==> src/rtl/dp_feeder_pkg.sv <==
// Shared types and widths for the dot-product engine feeder.
// The engine bus is fixed at 32 lanes of 4-bit nibbles (128 bits) and a 13-bit result.
package dp_feeder_pkg;

  localparam int NIB_W      = 4;
  localparam int VEC_W      = 128;
  localparam int RES_W      = 13;
  localparam int BEAT_CNT_W = 5;

  typedef enum logic [1:0] {
    LOAD,
    ISSUE,
    WAIT,
    RESP
  } state_t;

endpackage

==> src/rtl/dp_vec_packer.sv <==
// Beat counter plus nibble-indexed writes into the I/W vector registers.
// Beat k lands in bits [127-4k -: 4]; weight writes are gated by w_en.
module dp_vec_packer
  import dp_feeder_pkg::*;
#(
  parameter int NIBBLES = 32
) (
  input  logic             clk,
  input  logic             rst_n,
  input  logic             beat_fire,
  input  logic             w_en,
  input  logic [NIB_W-1:0] nib_i,
  input  logic [NIB_W-1:0] nib_w,
  output logic [VEC_W-1:0] vec_i,
  output logic [VEC_W-1:0] vec_w,
  output logic             first_beat,
  output logic             last_beat
);

  logic [BEAT_CNT_W-1:0] count;

  assign first_beat = (count == '0);
  assign last_beat  = (count == BEAT_CNT_W'(NIBBLES - 1));

  always_ff @(posedge clk or negedge rst_n) begin
    if (!rst_n) begin
      count <= '0;
    end else if (beat_fire) begin
      count <= last_beat ? '0 : count + 1'b1;
    end
  end

  // Vectors hold between beats so the engine sees stable data after ISSUE.
  always_ff @(posedge clk or negedge rst_n) begin
    if (!rst_n) begin
      vec_i <= '0;
      vec_w <= '0;
    end else if (beat_fire) begin
      for (int k = 0; k < NIBBLES; k++) begin
        if (count == BEAT_CNT_W'(k)) begin
          vec_i[VEC_W-1-NIB_W*k -: NIB_W] <= nib_i;
          if (w_en) begin
            vec_w[VEC_W-1-NIB_W*k -: NIB_W] <= nib_w;
          end
        end
      end
    end
  end

endmodule

==> src/rtl/dot_product_feeder.sv <==
// Initiator-side driver for the 32-lane 4-bit dot-product engine: packs host beats,
// strobes the engine, waits for its result with a timeout and returns it to the host.
module dot_product_feeder
  import dp_feeder_pkg::*;
#(
  parameter int NIBBLES = 32,
  parameter int TIMEOUT = 16
) (
  input  logic             clk,
  input  logic             rst_n,
  input  logic             s_valid,
  output logic             s_ready,
  input  logic [NIB_W-1:0] s_i,
  input  logic [NIB_W-1:0] s_w,
  input  logic             s_reuse_w,
  output logic             eng_in_valid,
  output logic             eng_weight_valid,
  output logic [VEC_W-1:0] eng_I,
  output logic [VEC_W-1:0] eng_W,
  input  logic             eng_out_valid,
  input  logic [RES_W-1:0] eng_OUT,
  output logic             r_valid,
  input  logic             r_ready,
  output logic [RES_W-1:0] r_data,
  output logic             r_timeout,
  output logic             err_stray
);

  localparam int TIMER_W = (TIMEOUT > 2) ? $clog2(TIMEOUT) : 1;

  // Handshakes: a beat moves when s_valid && s_ready at a rising edge; a result
  // moves when r_valid && r_ready. Both ready/valid outputs are registered.

  state_t               state, state_d;
  logic [TIMER_W-1:0]   timer;
  logic                 reuse_lat;
  logic                 w_loaded;
  logic                 beat_fire;
  logic                 reuse_now;
  logic                 w_en;
  logic                 first_beat;
  logic                 last_beat;
  logic                 timeout_hit;

  assign beat_fire   = s_valid && s_ready;
  assign reuse_now   = s_reuse_w && w_loaded;
  // Beat 0 decides reuse for the whole vector before reuse_lat has updated.
  assign w_en        = first_beat ? !reuse_now : !reuse_lat;
  assign timeout_hit = (timer == TIMER_W'(TIMEOUT - 1));

  dp_vec_packer #(
    .NIBBLES (NIBBLES)
  ) u_packer (
    .clk        (clk),
    .rst_n      (rst_n),
    .beat_fire  (beat_fire),
    .w_en       (w_en),
    .nib_i      (s_i),
    .nib_w      (s_w),
    .vec_i      (eng_I),
    .vec_w      (eng_W),
    .first_beat (first_beat),
    .last_beat  (last_beat)
  );

  always_ff @(posedge clk or negedge rst_n) begin
    if (!rst_n) begin
      state <= LOAD;
    end else begin
      state <= state_d;
    end
  end

  always_comb begin
    state_d = state;
    unique case (state)
      LOAD:  if (beat_fire && last_beat) state_d = ISSUE;
      ISSUE: state_d = WAIT;
      WAIT:  if (eng_out_valid || timeout_hit) state_d = RESP;
      RESP:  if (r_valid && r_ready) state_d = LOAD;
      default: state_d = LOAD;
    endcase
  end

  // Strobes and ready/valid follow the next state so each is a clean register.
  always_ff @(posedge clk or negedge rst_n) begin
    if (!rst_n) begin
      s_ready          <= 1'b0;
      eng_in_valid     <= 1'b0;
      eng_weight_valid <= 1'b0;
      r_valid          <= 1'b0;
    end else begin
      s_ready          <= (state_d == LOAD);
      eng_in_valid     <= (state_d == ISSUE);
      eng_weight_valid <= (state_d == ISSUE) && !reuse_lat;
      r_valid          <= (state_d == RESP);
    end
  end

  always_ff @(posedge clk or negedge rst_n) begin
    if (!rst_n) begin
      reuse_lat <= 1'b0;
      w_loaded  <= 1'b0;
    end else begin
      if (beat_fire && first_beat) begin
        reuse_lat <= reuse_now;
      end
      if (eng_weight_valid) begin
        w_loaded <= 1'b1;
      end
    end
  end

  always_ff @(posedge clk or negedge rst_n) begin
    if (!rst_n) begin
      timer <= '0;
    end else if (state == ISSUE) begin
      timer <= '0;
    end else if (state == WAIT) begin
      timer <= timer + 1'b1;
    end
  end

  // A real result beats a timeout that lands on the same cycle.
  always_ff @(posedge clk or negedge rst_n) begin
    if (!rst_n) begin
      r_data    <= '0;
      r_timeout <= 1'b0;
    end else if (state == WAIT) begin
      if (eng_out_valid) begin
        r_data    <= eng_OUT;
        r_timeout <= 1'b0;
      end else if (timeout_hit) begin
        r_data    <= '0;
        r_timeout <= 1'b1;
      end
    end
  end

  always_ff @(posedge clk or negedge rst_n) begin
    if (!rst_n) begin
      err_stray <= 1'b0;
    end else if (eng_out_valid && (state != WAIT)) begin
      err_stray <= 1'b1;
    end
  end

endmodule

==> config.mk <==
export PLATFORM = sky130hd
export DESIGN_NAME = dot_product_feeder
export DESIGN_NICKNAME = d
export VERILOG_FILES = /design/src/rtl/dp_feeder_pkg.sv /design/src/rtl/dp_vec_packer.sv /design/src/rtl/dot_product_feeder.sv
export SDC_FILE = /design/constraint.sdc
export NUM_CORES = 1
export LEC_CHECK = 0
export ABC_AREA = 1
export BUFFER_PORTS_ARGS = -buffer_cell sky130_fd_sc_hd__clkbuf_2
export CAP_MARGIN = 20
export CORE_MARGIN = 4
export CORE_UTILIZATION = 50
export CTS_CLUSTER_DIAMETER = 50
export DETAILED_ROUTE_END_ITERATION = 16
export PLACE_DENSITY = 0.86
export SLEW_MARGIN = 5
export SYNTH_ARGS = -nofsm -noshare
export SYNTH_HDL_FRONTEND = slang
export SYNTH_SLANG_ARGS = --single-unit
==> constraint.sdc <==
create_clock -name clk -period 5.1 [get_ports clk]
set_input_delay 0.51 -clock clk [delete_from_list [all_inputs] [get_ports clk]]
set_output_delay 0.51 -clock clk [all_outputs]
set_load 0.05 [all_outputs]
==> results of run 1 <==
==> synthesized netlist by cell type (2+ instances only) <==
library cell / n / area, sq um
nor2_4: 11 / 123.9
inv_2: 5 / 18.77
a21oi_1: 81 / 405.4
a22o_1: 13 / 113.9
buf_4: 7 / 52.55
o21a_1: 4 / 30.03
nand3_1: 174 / 870.8
clkbuf_1: 28 / 105.1
dfrtp_1: 288 / 7207
nand2_1: 334 / 1254
nor2_2: 5 / 31.28
o21ai_0: 62 / 310.3
nor2_1: 101 / 379.1
ha_1: 11 / 137.6
inv_1: 42 / 157.7
buf_2: 34 / 170.2
nor3_1: 2 / 10.01
==> power by group through the flow <==
stage | logic (W) | clock network [W] | registers [W]
floorplan | 0.00106 | 0 | 0.00508
global placement | 0.00380 | 0 | 0.00325
detailed placement | 0.00387 | 0 | 0.00327
CTS | 0.00388 | 0.00230 | 0.00324
global route | 0.00410 | 0.00241 | 0.00331
finish | 0.00388 | 0.00227 | 0.00325
==> layer usage <==
metal,vias up,global-route usage (%),share of wire (%)
li1,4492,-,-
met1,4742,34.10,40
met2,525,42.93,47
met3,105,6.446,8.8
met4,0,10.69,4.0
met5,-,0,0
==> kinds of logic (layout without fill, tap and decap cells) <==
| group | Yosys count | after routing |
|---|---|---|
| AND/OR/NAND/NOR | 630 | 630 |
| flip-flops | 288 | 288 |
| AO/OA/AOI/OAI | 163 | 163 |
| buffers and inverters | 117 | 414 |
| adder cells (fa/ha/maj) | 11 | 11 |
==> through the flow <==
step	instance area [sq um]	std cells	hold slack, ns	util, %	setup WS [ns]
floorplan	11430	1209	0.2144	-	3.294
global placement	13080	1737	0.4497	57.95	2.587
detailed placement	13080	1737	0.4476	57.95	2.438
CTS	14120	1791	0.1341	62.56	2.579
global route	14120	1791	0.1475	62.56	2.286
finish	14120	1791	0.04959	62.56	2.567
==> final cells by class <==
| class | count | area, sq um |
|---|---|---|
| tap | 285 | 356.6 |
| clock inverter | 9 | 131.4 |
| multi-input combinational | 804 | 3721 |
| timing repair buffer | 313 | 1619 |
| fill | 1846 | 8452 |
| clock buffer | 45 | 908.4 |
| inverter | 47 | 176.4 |
| sequential | 288 | 7207 |
==> final timing paths <==
check                                        from                 end  slack (ns)
worst max-delay path            u_packer.count[1]  u_packer.vec_w[64]        2.57
worst min-delay path                        rst_n   u_packer.vec_i[1]        0.05
worst max register to register  u_packer.count[1]  u_packer.vec_w[64]        2.57
worst min register to register   eng_weight_valid            w_loaded        0.46
max in group asynchronous                   rst_n  u_packer.vec_w[59]        3.86
min in group clk                    eng_out_valid           r_timeout        0.19
==> registers in the layout (all words and copies together), names as in the netlist, 2 cells and up <==
register and count:
u_packer.vec_w 128, u_packer.vec_i 128, u_packer.count 5, r_data 13
state 2, timer 4
==> worst max-delay path, cell delays in order, from the launching register on <==
cell and delay (ns):
dfrtp_1 0.39, ha_1 0.26, inv_1 0.07, nor2_1 0.17
ha_1 0.19, inv_1 0.05, nor2_1 0.81, nand3_1 0.30
nand2_1 0.14, nand2_1 0.05
==> impl_metrics.py, run 1 <==
metrics = {
    "detailed_routing": {
        "routed_wirelength_microns": 34190,
        "postRouteAntennaNets": 0,
        "wl_per_cell_microns": 19.09,
        "drtIter0Drc": 831,
        "vias": 9864,
        "drt-pass1-iter-count": 5,
        "vias_per_cell": 5.508,
        "drc": 0,
    },
    "logic_synthesis": {
        "yosys_register_bits": 288,
        "synth.distinct_cells": 24,
        "synthMuxAreaShare_pct": 0,
        "syn-cell-area_sq_mm": 0.01143,
        "yosysSeqAreaShare_pct": 63.05,
        "synth_edf_count": 0,
        "synth_compound_area_share_pct": 7.728,
        "synth_cells": 1209,
        "async_flop_share_pct": 100.0,
        "syn_area_per_cell_sq_um": 9.455,
        "yosys.area_share.adder_pct": 1.204,
        "synth_ff_type": "dfrtp_1",
        "synth-xor-area-share_pct": 0,
        "synth_simple_gate_area_share_pct": 23.51,
        "syn_nets": 1247,
        "synth_top_family_by_area": "simple AND/OR/NAND/NOR gates",
        "yosysWarnings": 0,
    },
    "global_route": {
        "antenna_found_initial": 0,
        "grt_max_degree": 142,
        "grt.overflow.total": 0,
        "grt_pass1_wl_microns": 54050,
        "grt_use_total_pct": 26.29,
        "grt_pass1_vias": 9879,
    },
    "timing": {
        "relSlewSlack_pct": 28.85,
        "hold_violations": 0,
        "worst_pin_slew_ns": 1.063,
        "period_share_pct": 49.66,
        "timing.setup.tns_ns": 0,
        "maxSlewViolCount": 0,
        "rsz0062_at_grt": "no",
        "max_freq_mhz": 394.8,
        "min_period_ns": 2.533,
        "setup_viol_count_final": 0,
        "skew_ns": 0.009939,
    },
    "hold_path": {
        "hold_path_class": "input port to async pin",
    },
    "clocking": {
        "ctsHoldBuffers": 0,
        "ctsResizeCount": 0,
        "cts.reportedPaths.clkPinSlew_ns": 0.06,
        "cts_max_path_buffers": 3,
        "cts_tree": "done",
        "h-tree-depth": 1,
        "cts_setup_buffers": 0,
        "insertion_delay_ns": 0.54,
        "cts.sinks": 288,
        "cts_buffers": 31,
        "root_buffer": "clkbuf_16",
    },
    "floorplan": {
        "initial_utilization_pct": 50.64,
        "die-width_microns": 159.2,
        "rows": 55,
        "die_area_sq_mm": 0.02534,
        "core_sq_mm": 0.02257,
        "ioPinCount": 302,
        "die_h_microns": 159.2,
    },
    "power_and_ir_drop": {
        "switchingPower_w": 0.004389,
        "intPower_w": 0.005009,
        "swShare_pct": 46.70,
        "clock_power_share_pct": 24.1,
        "p_comb_share_pct": 41.3,
        "total_power_w": 0.009398,
        "irDropWorstVdd_mv": 0.4174,
        "p_seq_share_pct": 34.6,
        "power_density_mw_per_mm2": 665.6,
        "p_leak_nw": 7.769,
    },
    "finish": {
        "antenna_cells": 0,
        "synthToLayoutAreaGrowth_pct": 23.52,
        "final_cell_mix": "334 x nand2_1, 300 x clkbuf_2, 288 x dfrtp_1",
        "nets": 1523,
        "layout_commonest_cell": "nand2_1",
        "drive_gt1_share_pct": 25.63,
    },
    "job": {
        "drv_cap": 0,
    },
    "placement": {
        "io_buffers": 301,
        "hpwl_microns": 22850,
        "finalWeightedCongestion": 0.8227,
    },
    "critical_path": {
        "critPathCaptureType": "flip-flop",
        "worstSetupPathType": "flip-flop to flip-flop",
        "cp_max_fo": 13,
        "required_ns": 5.53,
        "startpoint_type": "flip-flop",
        "cp.arrival_ns": 2.96,
        "worst-r2r-cell-count": 9,
    },
    "outcome": {
        "status": "finished clean",
    },
}
Power figures use the tool's default switching activity.
==> run 2: changes to the inputs <==
--- a/config.mk
+++ b/config.mk
@@ -5,14 +5,14 @@
 export SDC_FILE = /design/constraint.sdc
 export NUM_CORES = 1
 export LEC_CHECK = 0
-export ABC_AREA = 1
+export ABC_AREA = 0
 export BUFFER_PORTS_ARGS = -buffer_cell sky130_fd_sc_hd__clkbuf_2
 export CAP_MARGIN = 20
 export CORE_MARGIN = 4
-export CORE_UTILIZATION = 50
+export CORE_UTILIZATION = 47
 export CTS_CLUSTER_DIAMETER = 50
 export DETAILED_ROUTE_END_ITERATION = 16
-export PLACE_DENSITY = 0.86
+export PLACE_DENSITY = 0.85
 export SLEW_MARGIN = 5
 export SYNTH_ARGS = -nofsm -noshare
 export SYNTH_HDL_FRONTEND = slang
==> constraint.sdc (replaced) <==
create_clock -name clk -period 2.3 [get_ports clk]
set_input_delay 0.23 -clock clk [delete_from_list [all_inputs] [get_ports clk]]
set_output_delay 0.23 -clock clk [all_outputs]
set_load 0.05 [all_outputs]
==> run 2 against run 1 <==
Setup slack worse by 2.4 ns. Flip-flop and latch count unchanged. Sequential share of layout area down 2.2 points. Register-to-register slack worse by 2.4 ns. Count of clock-buffer cells in the layout down 6. Die area up 4.8%. Sequential power up 120%. Core utilization up 0.12 points. Maximum frequency up 17%.
==> impl_metrics.py, run 2 <==
metrics = {
    "clocking": {
        "insertion_delay_ns": 0.55,
        "cts_buffers": 31,
        "root_buffer": "clkbuf_16",
        "cts.reportedPaths.clkPinSlew_ns": 0.06,
        "h-tree-depth": 1,
        "cts_tree": "done",
        "cts.sinks": 288,
        "cts_max_path_buffers": 3,
    },
    "critical_path": {
        "cp_max_fo": 4,
        "required_ns": 2.74,
        "startpoint_type": "flip-flop",
        "worstSetupPathType": "flip-flop to flip-flop",
        "cp.arrival_ns": 2.61,
        "critPathCaptureType": "flip-flop",
    },
    "logic_synthesis": {
        "syn_nets": 822,
        "yosys_register_bits": 288,
        "yosys-top-cells-area": "dfrtp_1 64%, mux2_2 15%, a22o_1 5.5%",
        "synth_top_area_share_pct": 63.85,
        "synth_edf_count": 0,
        "yosysWarnings": 0,
        "syn-cell-area_sq_mm": 0.01129,
        "yosysSeqAreaShare_pct": 63.85,
        "synth.distinct_cells": 42,
        "synth.most_common_cell": "dfrtp_1",
        "synth_commonest_cells": "288 x dfrtp_1, 147 x mux2_2, 71 x a22o_1",
        "async_flop_share_pct": 100.0,
        "syn_area_per_cell_sq_um": 14.40,
        "synth_largest_area_cell": "dfrtp_1",
        "synth_ff_type": "dfrtp_1",
        "synth_cells": 784,
    },
    "global_route": {
        "grt_max_degree": 64,
        "grt.overflow.total": 0,
        "grt_use_total_pct": 24.23,
        "grt_pass1_wl_microns": 50330,
        "grt_pass1_vias": 8573,
        "antenna_found_initial": 0,
    },
    "placement": {
        "dpl_cell_area_sq_mm": 0.01347,
        "pre_cts_ws_ns": 0.009433,
        "io_buffers": 301,
        "hpwl_microns": 22730,
        "finalWeightedCongestion": 0.8621,
    },
    "job": {
        "drv_cap": 0,
    },
    "finish": {
        "layout_commonest_cell": "clkbuf_2",
        "drive_gt1_share_pct": 50.39,
        "synthToLayoutAreaGrowth_pct": 30.73,
        "nets": 1180,
        "final_cell_mix": "300 x clkbuf_2, 288 x dfrtp_1, 147 x mux2_2",
        "top_regs": "u_packer.vec_i: 128 flops, u_packer.vec_w: 128 flops, r_data: 13 flops",
        "antenna_cells": 0,
        "finalInstanceArea_sq_mm": 0.01476,
        "n_fill_cell": 1772,
    },
    "floorplan": {
        "die_h_microns": 163.0,
        "die_area_sq_mm": 0.02656,
        "core_sq_mm": 0.02354,
        "initial_utilization_pct": 47.94,
        "ioPinCount": 302,
        "die-width_microns": 163.0,
        "rows": 56,
    },
    "hold_path": {
        "hold_path_class": "input port to flip-flop",
    },
    "detailed_routing": {
        "drtIter0Drc": 655,
        "vias": 8171,
        "vias_per_cell": 5.499,
        "postRouteAntennaNets": 0,
        "drt-pass1-iter-count": 4,
        "routed_wirelength_microns": 32660,
        "wl_per_cell_microns": 21.98,
        "drc": 0,
    },
    "timing": {
        "hold_violations": 0,
        "min_period_ns": 2.173,
        "maxSlewViolCount": 0,
        "relSlewSlack_pct": 43.08,
        "period_share_pct": 94.47,
        "setup_viol_count_final": 0,
        "skew_ns": 0.02064,
        "max_freq_mhz": 460.2,
        "worst_pin_slew_ns": 0.8537,
        "rsz0062_at_grt": "no",
        "setup_ws_ns": 0.1272,
    },
    "power_and_ir_drop": {
        "p_leak_nw": 7.789,
        "irDropWorstVdd_mv": 1.349,
        "power_density_mw_per_mm2": 1386,
    },
    "outcome": {
        "status": "finished clean",
    },
}
==> run 2: cell types whose count changed after synthesis, moves of 15 or more <==
cell      before  now
a21oi_1       81    0
a22o_1        13   71
buf_2         34    8
inv_1         42    9
mux2_1         0   24
mux2_2         0  147
nand2_1      334   34
nand2b_1       0   15
nand3_1      174    6
nor2_1       101   16
o21ai_0       62   37
==> run 2: path summary, 6_finish.rpt <==
kind | from | endpoint | slack, ns | cells after the start
worst max-delay path | u_packer.count[1] | u_packer.vec_w[112] | 0.13 | 6
worst min-delay path | s_reuse_w | reuse_lat | 0.05 | 3
worst max register to register | u_packer.count[1] | u_packer.vec_w[112] | 0.13 | 6
worst min register to register | eng_weight_valid | w_loaded | 0.46 | 1
max in group asynchronous | rst_n | u_packer.vec_i[7] | 1.26 | 4
min in group asynchronous | rst_n | u_packer.vec_w[42] | 0.22 | 2
==> run 2: final cells by class <==
| cell class | instances | area (sq um) | area share (%) |
|---|---|---|---|
| Sequential cell | 288 | 7207 | 48.84 |
| Timing Repair Buffer | 369 | 2127 | 14.42 |
| Multi-Input combinational cell | 443 | 3889 | 26.35 |
| Tap cell | 319 | 399.1 | 2.705 |
| Inverter | 9 | 33.78 | 0.2289 |
| Clock inverter | 19 | 234.0 | 1.586 |
| Clock buffer | 39 | 865.8 | 5.868 |
==> run 2: cells by family (layout without fill, tap and decap cells) <==
family | Yosys count | after routing | synth area share (%)
AOI/OAI and AO/OA | 127 | 127 | 8.503
xor gates and xnor gates | 1 | 1 | 0.07761
adders and majority gates | 11 | 11 | 1.219
buffers and inverters | 53 | 436 | 1.851
DFF | 288 | 288 | 63.85
muxes | 179 | 179 | 18.10
and+or+nand+nor | 125 | 125 | 6.396
==> run 2: repair_timing <==
action                                 CTS  global route
setup endpoints to repair                1             8
endpoints found under the hold margin   70             0
hold buffers                            15             0
resized for setup                        0             3
setup buffers                            1             0
pin swaps                                0             0
==> run 2: power by group <==
part | total [W] | leakage [nW] | switching [W] | internal [W]
clock network | 0.00520 | 0.541 | 0.00206 | 0.00314
logic | 0.00820 | 3.37 | 0.00604 | 0.00216
registers | 0.00705 | 3.88 | 0.000791 | 0.00626
==> run 2: routing by layer <==
metal | global-route usage [%] | part of all wire, %
met3 | 4.632 | 7.3
met1 | 31.75 | 40
met2 | 40.96 | 49
met5 | 0 | 0
met4 | 8.006 | 3.0
==> run 2: through the flow <==
step           std cells  power [W]  hold WS (ns)  util (%)  setup TNS (ns)
4_1_cts             1486    0.02050       0.02832     62.63               0
6_report            1486    0.02045       0.05320     62.68               0
3_5_place_dp        1412    0.01517        0.2151     57.23               0
5_1_grt             1486    0.02129       0.05678     62.68               0
3_3_place_gp        1412    0.01497        0.2154     57.23               0
2_1_floorplan        784    0.01286      -0.06559         -         -0.1471
==> run 2: worst max-delay path: stages (launching register included) <==
cell	delay [ns]
dfrtp_1	0.38
inv_1	0.08
ha_2	0.21
nor4b_4	0.25
mux2_4	0.33
or4_4	0.47
mux2_4	0.32
